==> config.mk <==
export PLATFORM = sky130hd
export DESIGN_NAME = semaforo_monitor
export DESIGN_NICKNAME = d
export VERILOG_FILES = /design/src/rtl/semaforo_monitor.sv
export SDC_FILE = /design/constraint.sdc
export NUM_CORES = 1
export LEC_CHECK = 0
export CORE_ASPECT_RATIO = 2
export CORE_MARGIN = 1.5
export CORE_UTILIZATION = 41
export DETAILED_ROUTE_END_ITERATION = 10
export GPL_ROUTABILITY_DRIVEN = 1
export HOLD_SLACK_MARGIN = 0.02
export PLACE_DENSITY = 0.68
export REMOVE_ABC_BUFFERS = 1
export SYNTH_ARGS = -nofsm -noshare
export SYNTH_HDL_FRONTEND = slang
export SYNTH_SLANG_ARGS = --single-unit
export TNS_END_PERCENT = 100
==> constraint.sdc <==
create_clock -name clk -period 2.55 [get_ports clk]
set_clock_uncertainty 0.1 [all_clocks]
set_input_delay 0.51 -clock clk [delete_from_list [all_inputs] [get_ports clk]]
set_output_delay 0.51 -clock clk [all_outputs]
set_load 0.02 [all_outputs]
==> src/rtl/semaforo_monitor.sv <==
// Passive traffic-light observer: decodes lamp samples on each tick, locks onto the
// rojo->verde->amarillo cycle, checks pattern/order/duration and counts full cycles.
module semaforo_monitor #(
  parameter int T_ROJO     = 2,
  parameter int T_VERDE    = 5,
  parameter int T_AMARILLO = 2,
  parameter int CW         = 8
) (
  input  logic          clk,
  input  logic          rst,
  input  logic          tick,
  input  logic          rojo,
  input  logic          amarillo,
  input  logic          verde,
  output logic [1:0]    fase,
  output logic          sync,
  output logic          err,
  output logic [2:0]    err_code,
  output logic [CW-1:0] ciclos
);

  typedef enum logic [2:0] {S_INIT, S_ROJO, S_VERDE, S_AMARILLO, S_ERR} state_t;

  localparam logic [3:0] L_ROJO     = 4'(T_ROJO);
  localparam logic [3:0] L_VERDE    = 4'(T_VERDE);
  localparam logic [3:0] L_AMARILLO = 4'(T_AMARILLO);

  state_t          r_state, w_state_nx;
  logic [3:0]      r_dur, w_dur_nx;
  logic            r_primera, w_primera_nx;
  logic [1:0]      w_fase_nx;
  logic            w_sync_nx, w_err_nx;
  logic [2:0]      w_code_nx;
  logic [CW-1:0]   w_ciclos_nx;

  logic            w_one_hot;
  logic [1:0]      w_col, w_cur_col, w_succ_col;
  logic [3:0]      w_limit;
  logic            w_viol;
  logic [2:0]      w_vcode;

  function automatic state_t col2state(input logic [1:0] col);
    case (col)
      2'd0:    return S_ROJO;
      2'd1:    return S_VERDE;
      default: return S_AMARILLO;
    endcase
  endfunction

  assign w_one_hot = ({rojo, verde, amarillo} == 3'b100) ||
                     ({rojo, verde, amarillo} == 3'b010) ||
                     ({rojo, verde, amarillo} == 3'b001);
  // Colour codes double as the fase encoding: 0 rojo, 1 verde, 2 amarillo.
  assign w_col      = rojo ? 2'd0 : (verde ? 2'd1 : 2'd2);
  assign w_succ_col = (w_cur_col == 2'd2) ? 2'd0 : w_cur_col + 2'd1;

  always_comb begin
    w_cur_col = 2'd3;
    w_limit   = 4'd0;
    case (r_state)
      S_ROJO:     begin w_cur_col = 2'd0; w_limit = L_ROJO;     end
      S_VERDE:    begin w_cur_col = 2'd1; w_limit = L_VERDE;    end
      S_AMARILLO: begin w_cur_col = 2'd2; w_limit = L_AMARILLO; end
      default:    ;
    endcase
  end

  always_comb begin
    w_state_nx   = r_state;
    w_dur_nx     = r_dur;
    w_primera_nx = r_primera;
    w_fase_nx    = fase;
    w_sync_nx    = sync;
    w_err_nx     = err;
    w_code_nx    = err_code;
    w_ciclos_nx  = ciclos;
    w_viol       = 1'b0;
    w_vcode      = 3'd0;
    if (tick) begin
      case (r_state)
        S_INIT: begin
          if (w_one_hot && w_col == 2'd0) begin
            w_state_nx   = S_ROJO;
            w_dur_nx     = 4'd1;
            w_primera_nx = 1'b1;
            w_fase_nx    = 2'd0;
            w_sync_nx    = 1'b1;
          end
        end
        S_ROJO, S_VERDE, S_AMARILLO: begin
          if (!w_one_hot) begin
            w_viol  = 1'b1;
            w_vcode = 3'd1;
          end else if (w_col == w_cur_col) begin
            if (r_dur == w_limit) begin
              w_viol  = 1'b1;
              w_vcode = 3'd2;
            end else begin
              w_dur_nx = r_dur + 4'd1;
            end
          end else if (w_col == w_succ_col) begin
            // The first rojo after lock may be partial, so its length is not enforced.
            if (r_dur != w_limit && !(r_state == S_ROJO && r_primera)) begin
              w_viol  = 1'b1;
              w_vcode = 3'd3;
            end else begin
              w_state_nx   = col2state(w_col);
              w_dur_nx     = 4'd1;
              w_primera_nx = 1'b0;
              w_fase_nx    = w_col;
              if (r_state == S_AMARILLO && ciclos != '1)
                w_ciclos_nx = ciclos + CW'(1);
            end
          end else begin
            w_viol  = 1'b1;
            w_vcode = 3'd4;
          end
        end
        default: ;
      endcase
    end
    if (w_viol) begin
      w_state_nx = S_ERR;
      w_err_nx   = 1'b1;
      w_sync_nx  = 1'b0;
      w_fase_nx  = 2'd3;
      w_code_nx  = w_vcode;
    end
  end

  always_ff @(posedge clk) begin
    if (rst) begin
      r_state   <= S_INIT;
      r_dur     <= 4'd0;
      r_primera <= 1'b0;
      fase      <= 2'd3;
      sync      <= 1'b0;
      err       <= 1'b0;
      err_code  <= 3'd0;
      ciclos    <= '0;
    end else begin
      r_state   <= w_state_nx;
      r_dur     <= w_dur_nx;
      r_primera <= w_primera_nx;
      fase      <= w_fase_nx;
      sync      <= w_sync_nx;
      err       <= w_err_nx;
      err_code  <= w_code_nx;
      ciclos    <= w_ciclos_nx;
    end
  end

endmodule
==> impl_metrics.py, run 1 <==
metrics = {
    "worst_setup_path": {
        "startpoint_type": "primary input",
        "cp_slowest_cell": "clkdlybuf4s50_1",
        "required_ns": 2.61,
        "end_kind": "flop",
        "critPathMaxStageDelay_ns": 0.51,
        "crit_fanout": 14,
        "crit_arrival_ns": 2.52,
        "path_common_cell": "buf_4",
        "worstSetupPathType": "in -> reg",
        "critical_path_buf_inv_count": 3,
        "cp_cell_sequence": "clkdlybuf4s50_1 > buf_4 > buf_4 > nand2b_1 > o22a_1 > o221ai_1 > a211o_1 > a311o_1",
        "critPathTopFamily": "compound AO/OA/AOI/OAI gates",
    },
    "die": {
        "dieArea_um2": 4300,
        "die_h_um": 91.25,
        "pin_count": 21,
        "start_util_pct": 43.33,
        "num_rows": 31,
        "die-width_um": 47.13,
        "core_area_um2": 3685,
    },
    "clock_network": {
        "cts_hold_buf": 0,
        "cts_setup_buffers": 0,
        "cts_buffers": 3,
        "cts_sinks": 23,
        "htree_levels": 1,
        "clockBufferDepth": 2,
        "clk_latency_ns": 0.26,
        "cts_tree": "done",
        "cts_resized": 0,
        "root_buffer": "clkbuf_8",
        "path_clk_slew_ns": 0.08,
    },
    "grt": {
        "grt_antenna_before_repair": 0,
        "grt_max_degree": 18,
        "track_usage_pct": 22.65,
        "overflow": 0,
        "grt_pass1_vias": 1630,
        "grt_pass1_wl_um": 7265,
    },
    "pwr": {
        "p_clk_share_pct": 22.9,
        "p_total_w": 0.0009953,
        "netSwitchingFraction_pct": 34.58,
        "power.density_nw_per_um2": 480.9,
        "p_seq_share_pct": 40.7,
        "p_comb_share_pct": 36.4,
        "p_leak_nw": 0.7404,
        "internal_power_w": 0.0006512,
        "peakVddDrop_uv": 268.2,
        "netSwitchingPower_w": 0.0003441,
    },
    "sta": {
        "fin_tns_setup_ns": 0,
        "fmax_mhz": 406.2,
        "timing.final.crit_share_pct": 96.54,
        "relSlewSlack_pct": 62.73,
        "finalHoldViolCount": 0,
        "tightest_slew_ns": 0.5551,
        "rsz0062_at_grt": "false",
        "setup_viol": 0,
        "maxSlewViolCount": 0,
        "min_period_ns": 2.462,
    },
    "cells_and_area": {
        "nFillCells": 332,
        "diodes": 0,
        "area_delta_synth_final_pct": 29.62,
        "nNetsFinal": 233,
        "drive_above_1_share_pct": 22.77,
    },
    "synth": {
        "syn_inst": 183,
        "ys_warn_count": 0,
        "synthArstFlopShare_pct": 0,
        "synth.top_cell.area_share_pct": 28.84,
        "synth_area_leaders": "dfxtp_1 29%, nor2_1 3.5%, a21oi_1 3.4%",
        "avgSynthCellArea_um2": 8.724,
        "synth-edff-count": 0,
        "synth-main-ff-cell": "dfxtp_1",
        "synth_cell_types": 66,
        "syn-cell-area_um2": 1597,
        "synthTopCellsByCount": "23 x dfxtp_1, 15 x nor2_1, 11 x a21oi_1",
        "yosysSeqAreaShare_pct": 28.84,
        "yosysMostFrequentCell": "dfxtp_1",
        "ys_ff_latch": 23,
        "post-synth-top-area-cell": "dfxtp_1",
    },
    "drt": {
        "ant_nets": 0,
        "avgRoutedWirePerCell_um": 16.74,
        "drt-initial-drc-count": 41,
        "wirelength_um": 4569,
        "firstDrtPassIters": 4,
        "drc_errors": 0,
        "vias": 1687,
        "avgViaCountPerCell": 6.179,
    },
    "place": {
        "io_buffers": 20,
        "gp_congestion": 0.9280,
        "dp_hpwl_um": 3698,
    },
    "min_path": {
        "hp-class": "reg -> reg",
    },
    "run_status": {
        "outcome": "finished, final reports clean",
    },
    "run": {
        "max_cap_violations": 0,
    },
}
final cells by class:
class	count	area, µm²	share of cell area, %
clock buffers	3	41.29	1.995
clock inverters	1	5.005	0.2418
inverters	4	15.01	0.7255
multi-input cells	144	1056	51.03
flip-flops and latches	23	460.4	22.25
well taps	49	61.31	2.963
repair buffers	49	430.4	20.80
flip-flops by register name (all words and copies together), names as in the netlist:
name       count
r_dur          4
sync           1
r_state        3
r_primera      1
ciclos         8
err_code       3
err            1
fase           2
layout by cell type (no fill, tap or decap), types with 4 or more instances in the layout:
master,instances
o31ai_1,5
clkdlybuf4s50_1,20
a21oi_1,11
inv_1,4
nand2b_1,4
nor3_1,5
a31oi_1,5
nor2_1,15
o21ai_0,6
nor2b_1,4
buf_4,28
nand3_1,8
or3_1,4
nand2_1,8
dfxtp_1,23
power by group through the flow:
stage	logic [W]	clock network, W	registers (W)
detailed placement	0.000355	0	0.000413
floorplan	0.000170	0	0.000431
CTS	0.000356	0.000234	0.000404
finish	0.000363	0.000228	0.000405
global placement	0.000346	0	0.000411
global route	0.000390	0.000244	0.000407
per-stage QoR:
stage | hold slack [ns] | util, % | setup WS (ns) | std cells | area, µm²
2_1_floorplan | 0.3683 | - | 0.2394 | 171 | 1519
3_3_place_gp | 0.3769 | 54.57 | -0.1656 | 269 | 2011
3_5_place_dp | 0.3884 | 54.57 | -0.1962 | 269 | 2011
4_1_cts | 0.4098 | 55.82 | 0.06808 | 273 | 2057
5_1_grt | 0.4447 | 56.16 | 0.02740 | 273 | 2069
6_report | 0.4081 | 56.16 | 0.08831 | 273 | 2069
routing by layer:
metal  vias to the layer above  track usage, %  wire length, µm
met3                        18           1.193               91
met1                       826           22.03             1605
met4                         0           11.11              242
met5                         -               0                0
li1                        803               -                -
met2                        40           42.92             2628
cells by family after synthesis:
kind of cell    share of synthesized area, %
simple gates                           27.35
mux                                    3.370
xor+xnor                               1.646
buf+inv                                5.799
compound gates                         31.43
flops                                  28.84
fa+ha+maj                              1.567
final timing paths:
check / endpoint / slack (ns) / start / depth (start not counted)
hold / removal: err_code[1]$_SDFFE_PP0P_ / 0.41 / err_code[1]$_SDFFE_PP0P_ / 1
setup / recovery: r_dur[2]$_SDFFE_PP0P_ / 0.09 / rojo / 8
setup reg to reg: ciclos[4]$_SDFFE_PP0P_ / 0.21 / r_state[2]$_SDFFE_PP0P_ / 6
hold reg to reg: err_code[1]$_SDFFE_PP0P_ / 0.41 / err_code[1]$_SDFFE_PP0P_ / 1
Note: power is estimated with default switching activity, not from simulation.
==> run 2: changes to the inputs <==
- CAP_MARGIN: default -> 20
- CTS_BUF_LIST: default -> sky130_fd_sc_hd__clkbuf_4 sky130_fd_sc_hd__clkbuf_8 sky130_fd_sc_hd__clkbuf_16
==> results of run 2 <==
The final DEF is identical to that of run 1; final timing and power are the same.
